<file path="config.mk">
export PLATFORM = sky130hd
export DESIGN_NAME = processing_unit_multi_context
export DESIGN_NICKNAME = d
export VERILOG_FILES = /design/src/rtl/processing_unit_multi_context.sv
export SDC_FILE = /design/constraint.sdc
export NUM_CORES = 1
export LEC_CHECK = 0
export BUFFER_PORTS_ARGS = -buffer_cell sky130_fd_sc_hd__buf_2
export CAP_MARGIN = 5
export CORE_MARGIN = 4
export CORE_UTILIZATION = 49
export DETAILED_ROUTE_END_ITERATION = 12
export PLACE_DENSITY = 0.79
export SLEW_MARGIN = 30
export SYNTH_ARGS = -nofsm -noshare
export SYNTH_HDL_FRONTEND = slang
export SYNTH_SLANG_ARGS = --single-unit
</file>
<file path="constraint.sdc">
create_clock -name clk -period 39.7 [get_ports clk]
set_input_delay 3.97 -clock clk [delete_from_list [all_inputs] [get_ports clk]]
set_output_delay 3.97 -clock clk [all_outputs]
set_load 0.005 [all_outputs]
</file>
<file path="src/rtl/processing_unit_multi_context.sv">
// Union-find decoder processing element for one Z-ancilla vertex, with a
// NUM_CONTEXTS-deep context store and a save/restore handshake.
module processing_unit_multi_context #(
  parameter int unsigned ADDRESS_WIDTH  = 6,
  parameter int unsigned NEIGHBOR_COUNT = 6,
  parameter int unsigned NUM_CONTEXTS   = 4,
  parameter int unsigned STAGE_WIDTH    = 3,
  parameter logic [STAGE_WIDTH-1:0] STAGE_IDLE                = 3'd0,
  parameter logic [STAGE_WIDTH-1:0] STAGE_MEASUREMENT_LOADING = 3'd1,
  parameter logic [STAGE_WIDTH-1:0] STAGE_GROW                = 3'd2,
  parameter logic [STAGE_WIDTH-1:0] STAGE_MERGE               = 3'd3,
  parameter logic [STAGE_WIDTH-1:0] STAGE_PEELING             = 3'd4,
  parameter logic [STAGE_WIDTH-1:0] STAGE_WRITE_TO_MEM        = 3'd5,
  localparam int unsigned CTX_W             = $clog2(NUM_CONTEXTS),
  localparam int unsigned EXPOSED_DATA_SIZE = ADDRESS_WIDTH + 3
) (
  input  logic                                        clk,
  input  logic                                        reset,
  input  logic                                        measurement,
  output logic                                        measurement_out,
  input  logic [STAGE_WIDTH-1:0]                      global_stage,
  input  logic [ADDRESS_WIDTH-1:0]                    input_address,
  input  logic [NEIGHBOR_COUNT-1:0]                   neighbor_fully_grown,
  input  logic [NEIGHBOR_COUNT-1:0]                   neighbor_is_boundary,
  output logic                                        neighbor_increase,
  output logic [NEIGHBOR_COUNT-1:0]                   neighbor_is_error,
  input  logic [NEIGHBOR_COUNT*EXPOSED_DATA_SIZE-1:0] input_data,
  output logic [NEIGHBOR_COUNT*EXPOSED_DATA_SIZE-1:0] output_data,
  input  logic                                        ctx_req,
  input  logic [CTX_W-1:0]                            ctx_next,
  output logic                                        ctx_done,
  output logic                                        ctx_err,
  output logic [CTX_W-1:0]                            current_ctx,
  output logic [ADDRESS_WIDTH-1:0]                    root,
  output logic                                        odd,
  output logic                                        busy
);

  localparam int unsigned AW = ADDRESS_WIDTH;
  localparam int unsigned NB = NEIGHBOR_COUNT;
  localparam int unsigned E  = EXPOSED_DATA_SIZE;
  localparam int unsigned MW = NB + AW + 3;
  localparam logic [CTX_W:0]   NC_L     = (CTX_W + 1)'(NUM_CONTEXTS);
  localparam logic [CTX_W-1:0] LAST_CTX = CTX_W'(NUM_CONTEXTS - 1);

  typedef enum logic [1:0] {CTX_IDLE, CTX_SAVE, CTX_LOAD} ctx_state_e;

  ctx_state_e state_q, state_d;
  logic [STAGE_WIDTH-1:0] stage_q, last_stage_q;
  logic [AW-1:0] root_q, root_d;
  logic [NB-1:0] parent_q, parent_d;
  logic odd_q, odd_d, cp_q, cp_d, m_q, m_d, busy_q, busy_d;
  logic [CTX_W-1:0] cur_ctx_q, cur_ctx_d, tgt_q, tgt_d;
  logic done_q, done_d, err_q, err_d;
  logic [NUM_CONTEXTS-1:0] valid_q, valid_d;
  logic [MW-1:0] mem_q [NUM_CONTEXTS];
  logic [MW-1:0] rd_word_q;
  logic          rd_valid_q;

  logic [AW-1:0] in_root [NB];
  logic [NB-1:0] in_pbit, in_odd, in_par;
  logic [NB-1:0] cand, min_oh, border;
  logic [AW-1:0] min_root, root_mod;
  logic          has_cand, any_bnd, np, idle, wtm_trig;
  logic [CTX_W:0]   ctx_next_ext;
  logic [CTX_W-1:0] next_wrap;

  always_comb begin
    for (int unsigned i = 0; i < NB; i++) begin
      in_root[i] = input_data[i*E +: AW];
      in_pbit[i] = input_data[i*E + AW];
      in_odd[i]  = input_data[i*E + AW + 1];
      in_par[i]  = input_data[i*E + AW + 2];
    end
  end

  // Minimum root over grown non-boundary links; strict < keeps the lowest index on ties.
  always_comb begin
    cand     = neighbor_fully_grown & ~neighbor_is_boundary;
    has_cand = 1'b0;
    min_root = '1;
    min_oh   = '0;
    border   = '0;
    for (int unsigned i = 0; i < NB; i++) begin
      if (cand[i] && (!has_cand || in_root[i] < min_root)) begin
        has_cand  = 1'b1;
        min_root  = in_root[i];
        min_oh    = '0;
        min_oh[i] = 1'b1;
      end
    end
    any_bnd  = |neighbor_is_boundary;
    root_mod = any_bnd ? {1'b0, input_address[AW-2:0]} : root_q;
    np       = (^(in_pbit & in_par)) ^ m_q;
    if (parent_q == '0 && np) begin
      for (int unsigned i = 0; i < NB; i++) begin
        if (neighbor_is_boundary[i]) begin
          border    = '0;
          border[i] = 1'b1;
        end
      end
    end
  end

  assign idle         = (state_q == CTX_IDLE);
  // Stage-triggered switch fires on entry only, so a held WRITE_TO_MEM stage does not re-switch.
  assign wtm_trig     = (stage_q == STAGE_WRITE_TO_MEM) && (last_stage_q != STAGE_WRITE_TO_MEM);
  assign ctx_next_ext = {1'b0, ctx_next};
  assign next_wrap    = (cur_ctx_q == LAST_CTX) ? '0 : cur_ctx_q + 1'b1;

  always_comb begin
    state_d   = state_q;
    root_d    = root_q;
    parent_d  = parent_q;
    odd_d     = odd_q;
    cp_d      = cp_q;
    m_d       = m_q;
    busy_d    = busy_q;
    cur_ctx_d = cur_ctx_q;
    tgt_d     = tgt_q;
    valid_d   = valid_q;
    done_d    = 1'b0;
    err_d     = 1'b0;
    case (state_q)
      CTX_IDLE: begin
        if (ctx_req) begin
          if (ctx_next_ext >= NC_L) begin
            err_d = 1'b1;
          end else if (ctx_next == cur_ctx_q) begin
            done_d = 1'b1;
          end else begin
            tgt_d   = ctx_next;
            state_d = CTX_SAVE;
          end
        end else if (wtm_trig) begin
          tgt_d   = next_wrap;
          state_d = CTX_SAVE;
        end
        if (stage_q == STAGE_MEASUREMENT_LOADING) begin
          m_d      = measurement;
          odd_d    = measurement;
          cp_d     = measurement;
          root_d   = input_address;
          parent_d = '0;
        end else if (stage_q == STAGE_MERGE) begin
          if (has_cand && min_root < root_mod && min_root < root_q) begin
            root_d   = min_root;
            parent_d = min_oh;
          end else if (root_mod < root_q) begin
            root_d   = root_mod;
            parent_d = '0;
          end
          cp_d   = np;
          odd_d  = (|parent_q) ? |(parent_q & in_odd) : (np & ~any_bnd);
          busy_d = (root_d != root_q) || (cp_d != cp_q) || (odd_d != odd_q);
        end
      end
      CTX_SAVE: begin
        valid_d[cur_ctx_q] = 1'b1;
        state_d            = CTX_LOAD;
      end
      CTX_LOAD: begin
        if (rd_valid_q) begin
          cp_d     = rd_word_q[MW-1];
          parent_d = rd_word_q[AW+2 +: NB];
          root_d   = rd_word_q[2 +: AW];
          odd_d    = rd_word_q[1];
          m_d      = rd_word_q[0];
        end else begin
          cp_d     = 1'b0;
          parent_d = '0;
          root_d   = input_address;
          odd_d    = 1'b0;
          m_d      = 1'b0;
        end
        cur_ctx_d = tgt_q;
        done_d    = 1'b1;
        state_d   = CTX_IDLE;
      end
      default: state_d = CTX_IDLE;
    endcase
  end

  always_ff @(posedge clk) begin
    stage_q      <= global_stage;
    last_stage_q <= stage_q;
  end

  always_ff @(posedge clk) begin
    if (!reset) begin
      state_q   <= CTX_IDLE;
      root_q    <= '0;
      parent_q  <= '0;
      odd_q     <= 1'b0;
      cp_q      <= 1'b0;
      m_q       <= 1'b0;
      busy_q    <= 1'b0;
      cur_ctx_q <= '0;
      tgt_q     <= '0;
      done_q    <= 1'b0;
      err_q     <= 1'b0;
      valid_q   <= '0;
    end else begin
      state_q   <= state_d;
      root_q    <= root_d;
      parent_q  <= parent_d;
      odd_q     <= odd_d;
      cp_q      <= cp_d;
      m_q       <= m_d;
      busy_q    <= busy_d;
      cur_ctx_q <= cur_ctx_d;
      tgt_q     <= tgt_d;
      done_q    <= done_d;
      err_q     <= err_d;
      valid_q   <= valid_d;
    end
  end

  always_ff @(posedge clk) begin
    if (state_q == CTX_SAVE) begin
      mem_q[cur_ctx_q] <= {cp_q, parent_q, root_q, odd_q, m_q};
      rd_word_q        <= mem_q[tgt_q];
      rd_valid_q       <= valid_q[tgt_q];
    end
  end

  always_comb begin
    for (int unsigned i = 0; i < NB; i++) begin
      output_data[i*E +: E] = {cp_q, odd_q, parent_q[i], root_q};
    end
  end

  assign neighbor_increase = idle && (stage_q == STAGE_GROW) && (last_stage_q != STAGE_GROW) && odd_q;
  assign neighbor_is_error = (idle && stage_q == STAGE_PEELING) ?
                             ((cp_q ? parent_q : '0) | border) : '0;
  assign measurement_out   = m_q;
  assign ctx_done          = done_q;
  assign ctx_err           = err_q;
  assign current_ctx       = cur_ctx_q;
  assign root              = root_q;
  assign odd               = odd_q;
  assign busy              = busy_q | ~idle;

endmodule

</file>
==> metrics.txt, run 1 <==
Setup TNS 0 ns; per-cell routed wire length about 18 um; Cell variety after synth between 80 and 90; routability cong. around 0.94; post-route ant nets 0; Die Span Y between 100 and 150 um; Synth Register Bits around 110; vias ~5,700; worst-path cell with the longest stage delay a21oi_1; Die Wd around 130 um; leakage power ~3.2 nW; share of cells above drive strength 1 0.282; Post-synth EDFFs 76; Worst Clk Skew 0.0115 ns; synth top area cells edfxtp_1 (33%), dfxtp_1 (9.4%), ha_1 (6.2%), buf_4 (5.2%), mux4_2 (5.1%); GRT Total Usage 0.214; RSZ-0062 raised after global routing no; Reg clk slew, reported paths about 0.08 ns; crit path launch type primary input; Max FO, Critical Path 18; Final setup viols 0; pwr dens ~40 nW/um2; P&R area growth vs syn 12.3%; Max IR drop VDD 0.0000241 V; htree depth 3; Synth Instances about 700; final worst setup slack 23.00 ns; warnings from Yosys 0; status complete, no violations; routed vias/inst between 5 and 6; Post-CTS Setup Bufs 0; Final Max Slew Viols 0; Core Footprint between 10,000 and 15,000 um2; detailed router's first-iteration violation count 460; Die ar. 16,300 um2; Critical Path AT between 15 and 20 ns; Ports ~160; Hold Path Class reg -> reg; Hold-fix buffers, CTS 0; DRC 0; maximum number of pins on one net before global-route repair 19; CP peak stage delay between 0.6 and 0.7 ns; drt first pass iters 5; Final Hold Fails 0; Period minus WS final around 17 ns; clk buf depth 2; antenna violations before repair 0; Req. time, crit path roughly 40 ns; Mapped Area approximately 7000 um2; # rows 43; cell taking the most area after synthesis edfxtp_1; Antenna diodes 0; crit path buf inv count 4; syn nets between 800 and 900; CP Class in -> reg; Root Driver clkbuf_16; HPWL after DPL approximately 13,000 um; Sink Count about 110; Least-Margin Pin Slew 0.900 ns; ys async rst share 0; number of global-route vias before repair 5,281; sequential area share after synthesis 0.419; total gr overflow 0; nets roughly 900; pre-CTS WS roughly 23 ns; fin crit share 0.421; # port buffers between 150 and 200; CTS resizes 0; worst skew pair latency 0.34 ns; first-pass GRT wire length ~28,000 um; ys flop type edfxtp_1; Initial Utilization 0.503; MaxCap Viol Count 0; Syn Area/Cell ~10 um2; max_slew headroom 0.399; final wirelength approximately 18,000 um; Worst setup EP type flip-flop; Tot Pwr around 0.32 mW; crit-path leading delay family compound AO/OA/AOI/OAI gates; fmax between 0.05 and 0.06 GHz; CTS tree built; top-area cell type share of the netlist area 0.325; cts bufs inserted 9
## routing by layer
layer | track usage | part of all wire
met1 | 0.297 | 0.43
met2 | 0.362 | 0.49
met3 | 0.0158 | 0.068
met4 | 0.0662 | 0.019
met5 | 0 | 0
## metrics by stage
step,instances,utilization,hold slack (ns),cell area (um2)
floorplan,687,-,0.354,7020
global placement,955,0.544,0.374,7580
detailed placement,955,0.544,0.376,7580
CTS,971,0.565,0.387,7880
global route,971,0.565,0.397,7880
finish,971,0.565,0.390,7880
## cells in the mapped netlist (4+ instances only)
master	instances
nand2b_1	9
xnor2_1	12
a221oi_1	4
nor2_1	66
ha_1	35
edfxtp_1	76
mux2i_1	12
nor3_1	11
and3_1	8
buf_4	49
o31ai_1	4
dfxtp_1	33
o21ai_0	34
mux2_2	8
clkbuf_1	16
o21a_1	5
a21o_1	7
nand3_1	14
a22oi_1	9
nor2b_1	13
nand2_1	46
and2_1	12
a21oi_1	35
inv_1	41
mux4_2	16
a32oi_1	4
a211oi_1	7
a31oi_1	10
o22ai_1	7
## worst register-to-register path: stages (launching register included)
cell and delay (ns):
dfxtp_1 0.59, inv_1 0.26, nor2_1 0.15, a21oi_1 0.09, ha_1 0.34, a21oi_1 0.13
o22ai_1 0.09, a2111oi_0 0.36, o21ai_0 0.18, nor3_1 0.48, o31ai_4 0.22, a21oi_1 0.67
o21ai_0 0.20, a31oi_1 0.20
## flip-flops by register name, summed over array words and instances, names as in the netlist
signal / cells
measurement_out: 1
mem_q: 60
state_q: 2
root: 6
ctx_done: 1
valid_q: 4
stage_q: 3
rd_word_q: 15
odd: 1
tgt_q: 2
busy_q: 1
last_stage_q: 3
rd_valid_q: 1
cp_q: 1
parent_q: 6
current_ctx: 2
## layout by cell type, fill, tap and decap left out, types with 5 or more instances in the layout
cell	instances
dfxtp_1	33
xnor2_1	12
and2_1	12
and3_1	8
nor3_1	11
nor2b_1	13
clkbuf_16	9
nand2_1	46
nor2_1	66
buf_2	153
inv_1	41
nand2b_1	9
edfxtp_1	76
a21oi_1	35
mux2_2	8
mux4_2	16
a22oi_1	9
o21ai_0	34
mux2i_1	12
o22ai_1	7
a211oi_1	7
o21a_1	5
a21o_1	7
nand3_1	14
a31oi_1	10
ha_1	35
## cell families after synthesis
logic type,count (synthesis),synth area share
xor gates and xnor gates,13,0.0162
other,1,0.000535
adders and majority gates,35,0.0624
DFF,109,0.419
and+or+nand+nor,214,0.156
AOI/OAI and AO/OA,169,0.176
muxes,37,0.0835
buffers and inverters,109,0.0860
## layout make-up
cell class,instances,area [um2]
Clock buffer,10,229
Sequential cell,109,2940
Inverter,41,154
Multi-Input combinational cell,469,3470
Tap cell,180,225
Fill cell,1200,6060
Clock inverter,6,68.8
Timing Repair Buffer,156,788
## worst paths after layout
| check | from | end | slack (ns) | cells past startpoint |
|---|---|---|---|---|
| worst max-delay path | neighbor_is_boundary[0] | parent_q[1] | 23.00 | 55 |
| worst min-delay path | stage_q[0] | last_stage_q[0] | 0.39 | 0 |
| worst max register to register | root[4] | parent_q[1] | 35.67 | 13 |
| worst min register to register | stage_q[0] | last_stage_q[0] | 0.39 | 0 |
## report_power, final
part	switching (mW)	leakage (nW)	total, mW	internal [mW]
registers	0.00843	0.966	0.137	0.128
clock network	0.0405	0.143	0.0900	0.0494
logic	0.0537	2.12	0.0950	0.0413
total	0.103	3.23	0.322	0.219
No activity file was read; power rests on OpenSTA's default activity.
==> inputs of run 2 (changes only) <==
PLACE_DENSITY = 0.82   (was 0.79)
clock period = 14.35 ns   (was 39.7 ns; I/O delays follow)
==> metrics.txt, run 2 (synthesized netlist as in run 1, its figures left out) <==
final wirelength about 17,000 um; R2R depth 14; MaxCap Viol Count 0; crit path launch type primary input; max reg flops 60; Req. time, crit path 14.55 ns; Critical Path AT roughly 14 ns; per-cell routed wire length roughly 18 um; Crit Reg-Reg Endpoint busy_q; share of cells above drive strength 1 0.298; Max FO, Critical Path 18; Ports 155; Worst setup EP type flip-flop; fmax approximately 0.075 GHz; cts bufs inserted 9; Max IR drop VDD between 0.00008 and 0.00009 V; Setup TNS 0 ns; Antenna diodes 0; pwr dens approximately 110 nW/um2; number of global-route vias before repair approximately 5,300; Die Span Y about 130 um; htree depth 3; worst skew pair latency approximately 0.34 ns; hold depth 0; hold path startpoint stage_q[2]; Largest Register mem_q; routed vias/inst ~5.8; routability cong. 0.910; Final Hold Fails 0; Final setup viols 0; Root Driver clkbuf_16; Initial Utilization 0.503; post-route ant nets 0; most common cell after layout, fill and taps aside buf_2; P&R area growth vs syn 13.4%; detailed router's first-iteration violation count approximately 470; Largest regs mem_q: 60 flops, rd_word_q: 15 flops; pre-CTS WS between 0.2 and 0.3 ns; leakage power 3.27 nW; Layout Cells excl Fill ~1,000; Worst Clk Skew 0.00809 ns; Worst Hold End last_stage_q[2]; Core Footprint about 14,000 um2; max_slew headroom 0.409; Final Max Slew Viols 0; hold_ws ~0.37 ns; DRC 0; Die ar. 16,300 um2; fin crit share 0.934; drt first pass iters 5; RSZ-0062 raised after global routing no; Die Wd between 100 and 150 um; CP most frequent cell ha_1; # port buffers 153; Reg clk slew, reported paths 0.07 ns; CP peak stage delay about 0.55 ns; Fill cells approximately 1,200; clk buf depth 2; Sink Count approximately 110; # rows 43; nets 911; Tot Pwr 0.879 mW; status complete, no violations; final worst setup slack roughly 0.95 ns; first-pass GRT wire length approximately 27,000 um; CTS tree built; most frequent cells in the layout buf_2 (153), edfxtp_1 (76), nor2_1 (66); total gr overflow 0; Period minus WS final roughly 13 ns; Placed Instances roughly 960; maximum number of pins on one net before global-route repair 22; worst-path cell with the longest stage delay or4b_4; antenna violations before repair 0; vias approximately 5,700; CP Class in -> reg; GRT Total Usage 0.208; Reg2Reg Launch Point root[4]; HPWL after DPL ~13,000 um; Least-Margin Pin Slew approximately 0.89 ns; worst reg-to-reg setup slack between 10 and 15 ns; Hold Path Class reg -> reg
run 2: worst max-delay path, delay by kind of cell:
family,cells,cell delay [ns]
mux,2,0.69
compound gates,25,5.20
fa+ha+maj,6,1.76
buf+inv,7,0.80
simple gates,17,3.68
run 2: how the worst max path moves through the flow:
| stage | startpoint | to | slack [ns] | cells past startpoint |
|---|---|---|---|---|
| finish | neighbor_is_boundary[0] | busy_q | 0.95 | 57 |
| floorplan | neighbor_is_boundary[0] | busy_q | 1.74 | 56 |
| CTS | neighbor_is_boundary[0] | parent_q[0] | 0.63 | 56 |
| detailed placement | neighbor_is_boundary[0] | parent_q[4] | 0.29 | 56 |
| global route | neighbor_is_boundary[0] | busy_q | 0.11 | 58 |
| global placement | neighbor_is_boundary[0] | busy_q | 0.68 | 56 |
run 2: repair_timing:
item | CTS | global route
resized for setup | 0 | 6
hold buffers | 0 | 0
setup endpoints to repair | 0 | 13
buffers inserted | 0 | 8
run 2: report_power, final:
| part | internal, mW | switching (mW) | leakage [nW] |
|---|---|---|---|
| registers | 0.355 | 0.0224 | 0.966 |
| logic | 0.119 | 0.151 | 2.17 |
| clock network | 0.120 | 0.112 | 0.134 |
| total | 0.594 | 0.285 | 3.27 |
run 2: cell type report:
cell class / count / area [um2] / area share
Clock buffer: 9 / 225 / 0.0283
Clock inverter: 7 / 57.6 / 0.00723
Inverter: 41 / 154 / 0.0193
Multi-Input combinational cell: 469 / 3500 / 0.439
Sequential cell: 109 / 2940 / 0.370
Tap cell: 180 / 225 / 0.0283
Timing Repair Buffer: 165 / 856 / 0.108
run 2: per-stage QoR:
| step | cell area, um2 | util |
|---|---|---|
| final | 7960 | 0.571 |
| after global routing | 7960 | 0.571 |
| after CTS | 7870 | 0.565 |
| after detailed placement | 7590 | 0.544 |
| after global placement | 7590 | 0.544 |
| after floorplan | 7020 | - |
run 2: layer usage:
layer | GRT usage | vias up | part of all wire
li1 | - | 2730 | -
met2 | 0.340 | 236 | 0.48
met3 | 0.0329 | 37 | 0.066
met1 | 0.282 | 2712 | 0.43
met4 | 0.0730 | 0 | 0.027
met5 | 0 | - | 0
==> inputs of run 3 (changes only) <==
GPL_TIMING_DRIVEN = 0   (was unset)
==> metrics.txt, run 3 (synthesized netlist as in run 1, its figures left out) <==
status complete, no violations; MaxCap Viol Count 0; per-cell routed wire length around 17 um; drt first pass iters 5; Core Footprint between 10,000 and 15,000 um2; Max IR drop VDD 0.0000668 V; Die ar. between 15,000 and 20,000 um2; detailed router's first-iteration violation count between 400 and 500; Tot Pwr ~0.94 mW; Final Hold Fails 0; clk buf depth 2; crit path launch type primary input; Period minus WS final 13.51 ns; most frequent cells in the layout buf_2 (155), edfxtp_1 (76), nor2_1 (66); Max FO, Critical Path 10; crit path buf inv count 7; pre-CTS WS -0.373 ns; Initial Utilization 0.503; HPWL after DPL 13,300 um; cts bufs inserted 9; leakage power approximately 3.6 nW; # rows 43; Die Wd roughly 130 um; CP most frequent cell ha_1; Root Driver clkbuf_16; max reg flops 60; register area 2940 um2; Critical Path AT 13.72 ns; final worst setup slack 0.840 ns; htree depth 3; Final Max Slew Viols 0; Largest Register mem_q; worst-path cell with the longest stage delay or4b_4; WL met2 between 8000 and 9000 um; Reg clk slew, reported paths around 0.070 ns; DRC 0; routability cong. 0.919; Req. time, crit path roughly 15 ns; Fill cells approximately 1,200; fin crit share 0.941; Die Span Y roughly 130 um; P&R area growth vs syn 20.5%; Setup TNS 0 ns; area of the multi-input gates 3550 um2; final wirelength ~18,000 um; Worst Clk Skew around 0.0071 ns; Layout Cells excl Fill around 1,000; CTS tree built; Placed Instances ~1,000; Core Util, Final 0.607; fmax 0.0740 GHz; number of global-route vias before repair roughly 5,600; worst skew pair latency between 0.3 and 0.4 ns; CP peak stage delay about 0.56 ns; Largest regs mem_q: 60 flops, rd_word_q: 15 flops; total gr overflow 0; Ports roughly 160; Least-Margin Pin Slew between 0.8 and 0.9 ns; maximum number of pins on one net before global-route repair 18; WL met3 1130 um; Final setup viols 0; antenna violations before repair 1; nets 973; most common cell after layout, fill and taps aside buf_2; CP Class in -> reg; max_slew headroom 0.427; Worst setup EP type flip-flop; routed vias/inst approximately 5.7; crit-path leading delay family compound AO/OA/AOI/OAI gates; Hold Path Class reg -> reg; GRT Total Usage 0.217; pwr dens between 100 and 150 nW/um2; Sink Count 109; vias 5,937; top sig layer met4; Met1 Wirelength around 7600 um; Hold-fix buffers, CTS 0; # port buffers between 150 and 200; post-route ant nets 0; share of cells above drive strength 1 0.335; first-pass GRT wire length ~28,000 um
[run 3: changes by cell type in the layout (fill, tap and decap cells not counted), moves of 2 or more]
| cell | before | now |
|---|---|---|
| buf_4 | 12 | 54 |
| clkbuf_1 | 0 | 15 |
| buf_2 | 153 | 155 |
| buf_6 | 0 | 2 |
| bufinv_16 | 0 | 2 |
| clkbuf_2 | 0 | 2 |
| clkinvlp_4 | 2 | 0 |
| mux2i_1 | 11 | 9 |
| mux2i_4 | 0 | 2 |
[run 3: path summary, 6_finish.rpt]
kind	start	to	slack (ns)	cells after the start
max	neighbor_is_boundary[0]	busy_q	0.84	56
min	stage_q[2]	last_stage_q[2]	0.39	0
max reg2reg	root[4]	busy_q	10.48	14
min reg2reg	stage_q[2]	last_stage_q[2]	0.39	0
[run 3: layout make-up]
cell class,instances,share of cell area
clock inverters,6,0.0102
plain buffers,68,0.0534
multi-input cells,469,0.420
inverters,41,0.0182
diodes,1,0.000296
flip-flops and latches,109,0.348
repair buffers,159,0.0964
clock buffers,10,0.0271
well taps,180,0.0266
[run 3: worst register-to-register path, cell delays in order (launching register included)]
cell and delay, ns:
dfxtp_1 0.64, inv_1 0.26, nor2_1 0.15, a21oi_1 0.07
ha_1 0.33, a21oi_1 0.14, o22ai_1 0.09, a2111oi_0 0.38
o21ai_1 0.17, or2_2 0.37, or3_1 0.37, a31o_2 0.25
o2bb2ai_1 0.13, a2111oi_2 0.22, a41oi_1 0.16
[run 3: repair_timing]
| action | 4_1_cts | 5_1_grt |
|---|---|---|
| pin swaps | 0 | 3 |
| endpoints found under the hold margin | 0 | 0 |
| buffers inserted | 0 | 5 |
| resized for setup | 1 | 17 |
| setup endpoints to repair | 4 | 13 |
[run 3: report_power, final]
group | switching [mW] | internal, mW | leakage [nW]
Sequential | 0.0205 | 0.355 | 0.966
Clock | 0.108 | 0.153 | 0.154
Combinational | 0.160 | 0.140 | 2.45
Total | 0.289 | 0.648 | 3.57
[run 3: through the flow]
step	hold slack, ns	cell area (um2)
floorplan	0.354	7020
global placement	0.377	8010
detailed placement	0.379	8020
CTS	0.389	8340
global route	0.405	8450
finish	0.389	8450
[run 3: per-layer routing]
| layer | vias up | track usage |
|---|---|---|
| met3 | 28 | 0.0283 |
| met4 | 0 | 0.0811 |
| met5 | - | 0 |
| met2 | 217 | 0.367 |
| met1 | 2834 | 0.287 |
| li1 | 2858 | - |
